[src/rtl/cpu_pkg.sv]
// Shared types and constants for the CPU control sequencer.
// Gives the state encoding and the decoder instruction classes.
package cpu_pkg;

  typedef enum logic [3:0] {
    S_IDLE,
    S_FETCH,
    S_DECODE,
    S_DISPATCH,
    S_OPF,
    S_ALU,
    S_MEMRD,
    S_MEMWR,
    S_WB,
    S_HALTED
  } seq_state_t;

  localparam logic [2:0] ITYPE_ALU   = 3'd1;
  localparam logic [2:0] ITYPE_IMMBR = 3'd2;
  localparam logic [2:0] ITYPE_MOV   = 3'd3;
  localparam logic [2:0] ITYPE_REGBR = 3'd4;
  localparam logic [2:0] ITYPE_ST    = 3'd5;
  localparam logic [2:0] ITYPE_LD    = 3'd6;

endpackage

[src/rtl/seq_retire_counter.sv]
// Saturating retired-instruction counter with synchronous clear.
// The counter stays at all-ones once it gets there.
module seq_retire_counter #(
  parameter int CNT_W = 16
) (
  input  logic             clk,
  input  logic             rst,
  input  logic             i_clr,
  input  logic             i_inc,
  output logic [CNT_W-1:0] o_count
);

  logic [CNT_W-1:0] r_count;

  // NOTE: state registers take non-blocking assignments so every flop samples pre-edge values.
  always_ff @(posedge clk or posedge rst) begin
    if (rst)                            r_count <= '0;
    else if (i_clr)                     r_count <= '0;
    else if (i_inc && (r_count != '1))  r_count <= r_count + CNT_W'(1);
  end

  assign o_count = r_count;

endmodule

[src/rtl/cpu_sequencer.sv]
// Multi-cycle control FSM for the CPU datapath: one stage enable per cycle,
// with the stage path chosen by the decoded instruction class.
module cpu_sequencer
  import cpu_pkg::*;
#(
  parameter int MEM_LAT = 1,
  parameter int CNT_W   = 16
) (
  input  logic             clk,
  input  logic             init,
  input  logic             start,
  input  logic [2:0]       inst_type,
  input  logic             is_halt,
  output logic             fetch_unit_en,
  output logic             decoder_en,
  output logic             reg_r_en,
  output logic             alu_en,
  output logic             memory_r_en,
  output logic             memory_w_en,
  output logic             reg_w_en,
  output logic             branch,
  output logic             branchi,
  output logic             done,
  output logic             err,
  output logic [CNT_W-1:0] retired
);

  localparam logic [3:0] MEM_LOAD = 4'(MEM_LAT - 1);

  seq_state_t r_state, w_next;
  logic [2:0] r_itype;
  logic [3:0] r_mem_cnt;
  logic       w_inc, w_set_err, w_clr_err;
  logic       r_fetch, r_dec, r_regr, r_alu, r_memr, r_memw, r_regw;
  logic       r_branch, r_done, r_err;

  always_ff @(posedge clk or posedge init) begin
    if (init) r_state <= S_IDLE;
    else      r_state <= w_next;
  end

  // NOTE: every combinational output gets a default first, so no path can infer a latch.
  always_comb begin
    w_next    = r_state;
    w_inc     = 1'b0;
    w_set_err = 1'b0;
    case (r_state)
      S_IDLE:     if (start) w_next = S_FETCH;
      S_FETCH:    w_next = S_DECODE;
      S_DECODE:   w_next = S_DISPATCH;
      S_DISPATCH: begin
        case (inst_type)
          ITYPE_ALU, ITYPE_REGBR, ITYPE_ST, ITYPE_LD: w_next = S_OPF;
          ITYPE_IMMBR: begin
            w_next = is_halt ? S_HALTED : S_FETCH;
            w_inc  = 1'b1;
          end
          ITYPE_MOV:  w_next = S_WB;
          default: begin
            w_next    = S_HALTED;
            w_set_err = 1'b1;
          end
        endcase
      end
      S_OPF: begin
        case (r_itype)
          ITYPE_ALU: w_next = S_ALU;
          ITYPE_ST:  w_next = S_MEMWR;
          ITYPE_LD:  w_next = S_MEMRD;
          default: begin
            w_next = S_FETCH;
            w_inc  = 1'b1;
          end
        endcase
      end
      S_ALU:      w_next = S_WB;
      S_MEMRD:    if (r_mem_cnt == 4'd0) w_next = S_WB;
      S_MEMWR: begin
        if (r_mem_cnt == 4'd0) begin
          w_next = S_FETCH;
          w_inc  = 1'b1;
        end
      end
      S_WB: begin
        w_next = S_FETCH;
        w_inc  = 1'b1;
      end
      S_HALTED:   if (start) w_next = S_FETCH;
      default:    w_next = S_IDLE;
    endcase
  end

  assign w_clr_err = start && ((r_state == S_IDLE) || (r_state == S_HALTED));

  // Class is held past DISPATCH because OPF needs it to pick its successor.
  always_ff @(posedge clk or posedge init) begin
    if (init) begin
      r_itype   <= 3'd0;
      r_mem_cnt <= 4'd0;
    end else begin
      if (r_state == S_DISPATCH) r_itype <= inst_type;
      if ((r_state == S_OPF) && ((w_next == S_MEMRD) || (w_next == S_MEMWR)))
        r_mem_cnt <= MEM_LOAD;
      else if (r_mem_cnt != 4'd0)
        r_mem_cnt <= r_mem_cnt - 4'd1;
    end
  end

  // Outputs are flops loaded from the next-state decode, so they track r_state glitch-free.
  always_ff @(posedge clk or posedge init) begin
    if (init) begin
      r_fetch  <= 1'b0;
      r_dec    <= 1'b0;
      r_regr   <= 1'b0;
      r_alu    <= 1'b0;
      r_memr   <= 1'b0;
      r_memw   <= 1'b0;
      r_regw   <= 1'b0;
      r_branch <= 1'b0;
      r_done   <= 1'b0;
      r_err    <= 1'b0;
    end else begin
      r_fetch  <= (w_next == S_FETCH);
      r_dec    <= (w_next == S_DECODE);
      r_regr   <= (w_next == S_OPF);
      r_alu    <= (w_next == S_ALU);
      r_memr   <= (w_next == S_MEMRD);
      r_memw   <= (w_next == S_MEMWR);
      r_regw   <= (w_next == S_WB);
      r_branch <= (r_state == S_DISPATCH) && (inst_type == ITYPE_REGBR);
      r_done   <= (w_next == S_HALTED);
      if (w_set_err)      r_err <= 1'b1;
      else if (w_clr_err) r_err <= 1'b0;
    end
  end

  seq_retire_counter #(.CNT_W(CNT_W)) u_retire (
    .clk     (clk),
    .rst     (init),
    .i_clr   ((r_state == S_IDLE) && start),
    .i_inc   (w_inc),
    .o_count (retired)
  );

  assign fetch_unit_en = r_fetch;
  assign decoder_en    = r_dec;
  assign reg_r_en      = r_regr;
  assign alu_en        = r_alu;
  assign memory_r_en   = r_memr;
  assign memory_w_en   = r_memw;
  assign reg_w_en      = r_regw;
  assign branch        = r_branch;
  // inst_type only becomes valid in DISPATCH, so the immediate-branch strobe decodes it directly.
  assign branchi       = (r_state == S_DISPATCH) && (inst_type == ITYPE_IMMBR) && !is_halt;
  assign done          = r_done;
  assign err           = r_err;

endmodule

[config.mk]
export PLATFORM = sky130hd
export DESIGN_NAME = cpu_sequencer
export DESIGN_NICKNAME = d
export VERILOG_FILES = /design/src/rtl/cpu_pkg.sv /design/src/rtl/seq_retire_counter.sv /design/src/rtl/cpu_sequencer.sv
export SDC_FILE = /design/constraint.sdc
export NUM_CORES = 1
export LEC_CHECK = 0
export ABC_AREA = 1
export CAP_MARGIN = 20
export CORE_AREA = 2 2 67 69
export CTS_CLUSTER_SIZE = 10
export DETAILED_ROUTE_END_ITERATION = 10
export DIE_AREA = 0 0 69 71
export GPL_TIMING_DRIVEN = 0
export PLACE_DENSITY = 0.8
export SYNTH_ARGS = -nofsm -noshare
export SYNTH_HDL_FRONTEND = slang
export SYNTH_SLANG_ARGS = --single-unit
[constraint.sdc]
create_clock -name clk -period 1.8 [get_ports clk]
set_input_delay 0.45 -clock clk [delete_from_list [all_inputs] [get_ports clk]]
set_output_delay 0.45 -clock clk [all_outputs]
set_load 0.01 [all_outputs]
==> results.md, run 1 <==
- Status: complete, no violations
- Comb pwr share: around 43%
- CP max stage delay: ~0.57 ns
- Critical Path Source Type: flip-flop
- Most frequent cells in the layout: 97 x nand2_1, 45 x nor2_1, 39 x inv_1, 34 x nand3_1, 29 x clkdlybuf4s50_1
- Max Cap Viol: 0
- CTS tree: done
- # setup viols final: 0
- Pin count of the biggest net entering global routing: 38
- Avg Inst Size Synth: ~7.0 µm²
- Dpl hpwl: 3590 µm
- Crit path cell chain: clkdlybuf4s50_1
- DIE WIDTH: 69 µm
- GRT overflow: 0
- Htree depth: 2
- Hold-fix buffers, CTS: 0
- Initial DRC count: roughly 140
- Met3 usage: about 5.0%
- Cell Int Power: ~0.0023 W
- Seq/Total Area, Yosys: 42.2%
- Die Area: 0.00490 mm²
- Highest clock rate: 567 MHz
- # IOs: 34
- Slew Limit Fails: 0
- Post-synthesis register bit count: 37
- Crit. End Element: primary output
- Core ar.: approximately 0.0042 mm²
- Synth area leaders: dfrtp_1 42%, nand2_1 17%, nor2_1 8.4%
- WL final: between 5000 and 6000 µm
- Final Util: 67.2%
- Total chip power: 0.00385 W
- Mapped Nets: ~320
- Leak pwr: 1.41 nW
- Initial Utilization: a little over half
- Initial DRT Pass Iterations: 4
- Vias: 2168
- CP max FO: 5
- Antenna diodes: 0
- Share of cells above drive strength 1: roughly 14%
- Reg clk slew, reported paths: ~0.080 ns
- Area leader, netlist: dfrtp_1
- First-pass GRT wire length: about 8900 µm
- Vias per std cell: approximately 5.2
- Die Ht: about 71 µm
- CP max stage cell: clkdlybuf4s50_1
- Fin. Hold Viols: 0
- Minimum clock period: 1.76 ns
- Synthesized area: roughly 0.0022 mm²
- # fillers: between 300 and 400
- Nets@finish: 370
- Initial antenna violation count: 0
- DRT antenna net count: 0
- Row count: 24
- CTS sink cnt: 37
- Grt peak-use layer: met2
- Clock buffer depth: 2
- Flop pwr share: 34.3%
- Worst Path Buf+Inv: 1
- Total CTS buffers: 5
- Reg area: 943 µm²
- Peak VDD IR: ~0.74 mV
- Multi-input logic area: about 0.0011 mm²
- Vias in the first global route: between 2k and 2.5k
- Tot GR Track Use: about 23%
- Slew @ Worst Pin: approximately 0.76 ns
- Final setup skew: 0.00810 ns
- Dpl cells: about 400
- Sw power: between 0.0015 and 0.002 W
- Worst Hold Class: flip-flop to flip-flop
- Clock network fraction of total power: between 20% and 30%
- GR Util met1: around a quarter
- Crit path max-delay family: buffers and inverters
- Hold_ws: 0.487 ns
- Routed length per instance: between 10 and 15 µm
- Synth warnings: 0
- Max-Slew Margin vs Limit: between 40% and 50%
- Power Density: ~1400 mW/mm²
- Post-synth top area share: 42.2%
- Worst EP arrival: around 1.3 ns
- Final worst path period share: 98.0%
- GP Congestion: 0.833
- Area growth, synth to finish: 28.8%
- Critical path required time: roughly 1.4 ns
- Netlist cell types: 22
- Buffers on Ports: 33
- Commonest non-fill, non-tap cell in the layout: nand2_1
- Worst Setup Path Type: flip-flop to primary output
- RSZ-0062 raised after global routing: no
- DRC violations left: 0
- Sw frac: just under 40%
- GR Layer Usage met2: about two fifths
- Final cell count without fillers: about 410
- CTS root buf: clkbuf_8
- Gate Count Post-Synth: around 310
- Clk_lat worst skew: 0.30 ns
## registers in the layout, indices dropped and copies added, names as in the netlist
signal,cells
u_retire.o_count,16
r_mem_cnt,4
r_state,4
r_itype,3
alu_en,1
branch,1
decoder_en,1
done,1
err,1
fetch_unit_en,1
memory_r_en,1
memory_w_en,1
reg_r_en,1
reg_w_en,1
## metrics by stage
stage                     setup TNS, ns  area (µm²)  worst slack (ns)
after global routing                  0        2820           0.00221
final                                 0        2820            0.0360
after floorplan                       0        2190             0.176
after CTS                             0        2760           0.00290
after detailed placement          -5.40        2590            -0.613
after global placement           -16.48        2590            -0.597
## final cells by class
class / instances / share of cell area, %
Timing Repair Buffer: 42 / 13.8
Inverter: 42 / 5.58
Clock inverter: 3 / 2.30
Buffer: 3 / 0.753
Multi-Input combinational cell: 230 / 39.4
Tap cell: 52 / 2.30
Sequential cell: 37 / 33.4
Clock buffer: 5 / 2.44
## synthesized netlist by cell type, drive strengths merged
| cell type | n |
|---|---|
| nand2 | 101 |
| nor2 | 52 |
| inv | 42 |
| dfrtp | 37 |
| nand3 | 34 |
| nand4 | 16 |
| o21ai | 7 |
| nor3 | 4 |
| o21bai | 4 |
| buf | 3 |
| xor2 | 3 |
| a211oi | 2 |
| a21oi | 2 |
| ha | 2 |
| o211ai | 2 |
| xnor2 | 1 |
## power by group through the flow
stage	logic (W)	clock network (W)	registers [W]
detailed placement	0.00154	0	0.00132
floorplan	0.000918	0	0.00134
global placement	0.00151	0	0.00131
global route	0.00186	0.000912	0.00136
CTS	0.00161	0.000879	0.00130
finish	0.00166	0.000866	0.00132
## timing repair
item	CTS	global route
pin swaps	1	3
endpoints found under the setup margin	19	26
setup buffers	3	6
resized for setup	16	13
## per-layer routing
metal  routed length [µm]  vias up
met1                 2210      993
met3                  293       16
met4                  167        0
li1                     -     1093
met2                 2490       66
met5                    0        -
## cells by family (layout without fill, tap and decap cells)
family / Yosys count / in the layout / synth area share (%)
fa+ha+maj: 2 / 2 / 1.14
flops: 37 / 37 / 42.2
compound gates: 17 / 17 / 4.79
buf+inv: 45 / 95 / 8.16
xor+xnor: 4 / 4 / 1.60
simple gates: 207 / 207 / 42.1
## path summary, 6_finish.rpt
check                      depth (start not counted)                 start  slack [ns]                   end
max                                                1  u_retire.o_count[15]        0.04           retired[15]
max reg2reg                                        8   u_retire.o_count[0]        0.13  u_retire.o_count[13]
min                                                2                   err        0.49                   err
max in group asynchronous                          2                  init        0.66   u_retire.o_count[1]
min in group asynchronous                          2                  init        0.61  u_retire.o_count[15]
min reg2reg                                        2                   err        0.49                   err
Power figures use the tool's default switching activity.
==> run 2: changes to the inputs <==
--- a/config.mk
+++ b/config.mk
@@ -6,13 +6,13 @@
 export NUM_CORES = 1
 export LEC_CHECK = 0
 export ABC_AREA = 1
-export CAP_MARGIN = 20
+export CAP_MARGIN = 15
 export CORE_AREA = 2 2 67 69
 export CTS_CLUSTER_SIZE = 10
 export DETAILED_ROUTE_END_ITERATION = 10
 export DIE_AREA = 0 0 69 71
 export GPL_TIMING_DRIVEN = 0
-export PLACE_DENSITY = 0.8
+export PLACE_DENSITY = 0.82
 export SYNTH_ARGS = -nofsm -noshare
 export SYNTH_HDL_FRONTEND = slang
 export SYNTH_SLANG_ARGS = --single-unit
==> run 2 against run 1 <==
Worst setup slack better by 0.016 ns. Final cell count down 0.72%. Routed wire length down 3.9%. Register-to-register slack about the same.
==> results.md, run 2 (synthesis gave the netlist of run 1 again) <==
- CP max stage delay: 0.57 ns (about the same)
- Crit path cell chain: clkdlybuf4s50_1 (unchanged)
- Nets@finish: 367 (was 370)
- DRC violations left: 0 (unchanged)
- WL final: 4970 µm (was 5170 µm)
- Area growth, synth to finish: 26.4% (was 28.8%)
- Die Area: 0.00490 mm² (unchanged)
- Peak VDD IR: 0.853 mV (was 0.738 mV)
- Routed length per instance: 12.1 µm (was 12.5 µm)
- DRT antenna net count: 0 (unchanged)
- Leak pwr: 1.39 nW (was 1.41 nW)
- CTS root buf: clkbuf_8 (unchanged)
- First-pass GRT wire length: 8910 µm (was 8940 µm)
- Slew @ Worst Pin: 0.745 ns (was 0.761 ns)
- Min-delay src: err (unchanged)
- Sw frac: 41.7% (was 39.7%)
- Register-to-Register Path Depth: 10 (was 8)
- Comb pwr share: 45.3% (was 43.2%)
- Power Density: 1300 mW/mm² (was 1360 mW/mm²)
- Hold path endpoint: err (unchanged)
- Max-Slew Margin vs Limit: 50.3% (was 49.2%)
- Htree depth: 2 (unchanged)
- Dpl hpwl: 3580 µm (was 3590 µm)
- Reg clk slew, reported paths: 0.07 ns (was 0.08 ns)
- Initial DRT Pass Iterations: 4 (unchanged)
- Reg2reg start: r_mem_cnt[0] (was u_retire.o_count[0])
- Most frequent cells in the layout: 95 x nand2_1, 46 x nor2_1, 39 x inv_1, 34 x nand3_1, 29 x clkdlybuf4s50_1 (was 97 x nand2_1, 45 x nor2_1, 39 x inv_1, 34 x nand3_1, 29 x clkdlybuf4s50_1)
- Worst Setup Path Type: flip-flop to primary output (unchanged)
- GRT overflow: 0 (unchanged)
- Slew Limit Fails: 0 (unchanged)
- Total chip power: 0.00359 W (was 0.00385 W)
- Max Cap Viol: 0 (unchanged)
- Die Ht: 71 µm (unchanged)
- Row count: 24 (unchanged)
- Vias: 2167 (was 2168)
- GP Congestion: 0.880 (was 0.833)
- # setup viols final: 0 (unchanged)
- Core ar.: 0.00420 mm² (unchanged)
- Flop pwr share: 37.0% (was 34.3%)
- Minimum clock period: 1.75 ns (was 1.76 ns)
- CTS sink cnt: 37 (unchanged)
- Antenna diodes: 0 (unchanged)
- Clk_lat worst skew: 0.29 ns (was 0.30 ns)
- Critical Path Source Type: flip-flop (unchanged)
- Pin count of the biggest net entering global routing: 38 (unchanged)
- Final setup skew: 0.00736 ns (was 0.00810 ns)
- Worst Path Buf+Inv: 1 (unchanged)
- Status: complete, no violations (unchanged)
- DIE WIDTH: 69 µm (unchanged)
- Initial DRC count: 121 (was 138)
- Clock network fraction of total power: 17.8% (was 22.5%)
- CP max stage cell: clkdlybuf4s50_1 (unchanged)
- CTS tree: done (unchanged)
- Cell Int Power: 0.00209 W (was 0.00232 W)
- Commonest non-fill, non-tap cell in the layout: nand2_1 (unchanged)
- Vias in the first global route: 2107 (unchanged)
- WHS Path Cells: 2 (unchanged)
- Final worst path period share: 97.1% (was 98.0%)
- Tot GR Track Use: 22.2% (was 22.6%)
- Highest clock rate: 572 MHz (was 567 MHz)
- Worst EP arrival: 1.30 ns (was 1.31 ns)
- # IOs: 34 (unchanged)
- Initial antenna violation count: 0 (unchanged)
- RSZ-0062 raised after global routing: no (unchanged)
- Worst Hold Class: flip-flop to flip-flop (unchanged)
- Crit path max-delay family: buffers and inverters (unchanged)
- Total CTS buffers: 5 (unchanged)
- Fin. Hold Viols: 0 (unchanged)
- Crit. End Element: primary output (unchanged)
- Hold_ws: 0.479 ns (was 0.487 ns)
- Hold-fix buffers, CTS: 0 (unchanged)
- Max reg flops: 16 (unchanged)
- Buffers on Ports: 33 (unchanged)
- CP max FO: 6 (was 5)
- Reg-to-reg critical path endpoint: u_retire.o_count[13] (unchanged)
- Sw power: 0.00150 W (was 0.00153 W)
- Initial Utilization: 52.1% (unchanged)
- Share of cells above drive strength 1: 13.6% (was 14.4%)
- Vias per std cell: 5.27 (was 5.24)
- Clock buffer depth: 2 (unchanged)
- Flop2flop setup slack: 0.12 ns (was 0.13 ns)
- Critical path required time: 1.35 ns (about the same)
-- run 2: cell count changes in the layout (fill, tap and decap cells not counted) --
cell and change:
bufinv_16 -2, dfrtp_2 -1, nor2_2 -1, buf_4 -3, dfrtp_1 +1, nand2_1 -2
nand2_2 +2, nor2_1 +1, clkbuf_8 +2
-- run 2: cell type report --
cell class | count | area [µm²]
Tap cell | 52 | 65.1
Multi-Input combinational cell | 230 | 1120
Clock inverter | 1 | 5.00
Clock buffer | 7 | 96.3
Timing Repair Buffer | 39 | 367
Fill cell | 393 | 1430
Buffer | 3 | 21.3
Sequential cell | 37 | 942
Inverter | 42 | 158
-- run 2: how the worst max path moves through the flow --
stage	endpoint	depth (start not counted)	slack, ns	startpoint
6_report	retired[10]	1	0.05	u_retire.o_count[10]
5_1_grt	branchi	5	0.01	inst_type[0]
4_1_cts	retired[2]	1	0.003	u_retire.o_count[2]
3_5_place_dp	branchi	5	-0.60	inst_type[2]
3_3_place_gp	branchi	5	-0.58	inst_type[2]
2_1_floorplan	u_retire.o_count[9]	8	0.18	u_retire.o_count[0]
-- run 2: through the flow --
step           worst slack [ns]  utilization [%]  instance area [µm²]  setup TNS (ns)  cells
2_1_floorplan             0.176                -                 2190               0    312
3_3_place_gp             -0.585             61.5                 2590          -17.08    397
3_5_place_dp             -0.597             61.5                 2590           -5.27    397
4_1_cts                 0.00329             64.6                 2720               0    408
5_1_grt                  0.0119             65.9                 2770               0    411
6_report                 0.0516             65.9                 2770               0    411
-- run 2: what timing repair did --
| action | 4_1_cts | 5_1_grt |
|---|---|---|
| endpoints found under the setup margin | 18 | 29 |
| gates cloned | 0 | 0 |
| setup buffers | 3 | 3 |
| pin swaps | 2 | 0 |
| resized for setup | 13 | 16 |
| hold endpoints to repair | 0 | 0 |
-- run 2: routing by layer --
metal  GRT usage [%]  wire length (µm)
met1            26.5              2090
met2            40.2              2600
met3            3.85               207
met4            8.06                69
met5               0                 0
-- run 2: worst register-to-register path, cell delays in order, from the launching register on --
cell and delay [ns]:
dfrtp_1 0.37, inv_1 0.06, ha_1 0.24, nand2_2 0.11, nor2_4 0.05, a21oi_2 0.18
nand2_4 0.13, nand2_4 0.14, nand2_2 0.13, nand2_1 0.10, nand2_1 0.05
-- run 2: power by group through the flow --
stage	combinational (W)	clock, W	sequential, W
2_1_floorplan	0.000918	0	0.00134
3_3_place_gp	0.00150	0	0.00131
3_5_place_dp	0.00153	0	0.00132
4_1_cts	0.00156	0.000652	0.00131
5_1_grt	0.00183	0.000682	0.00136
6_report	0.00163	0.000638	0.00133
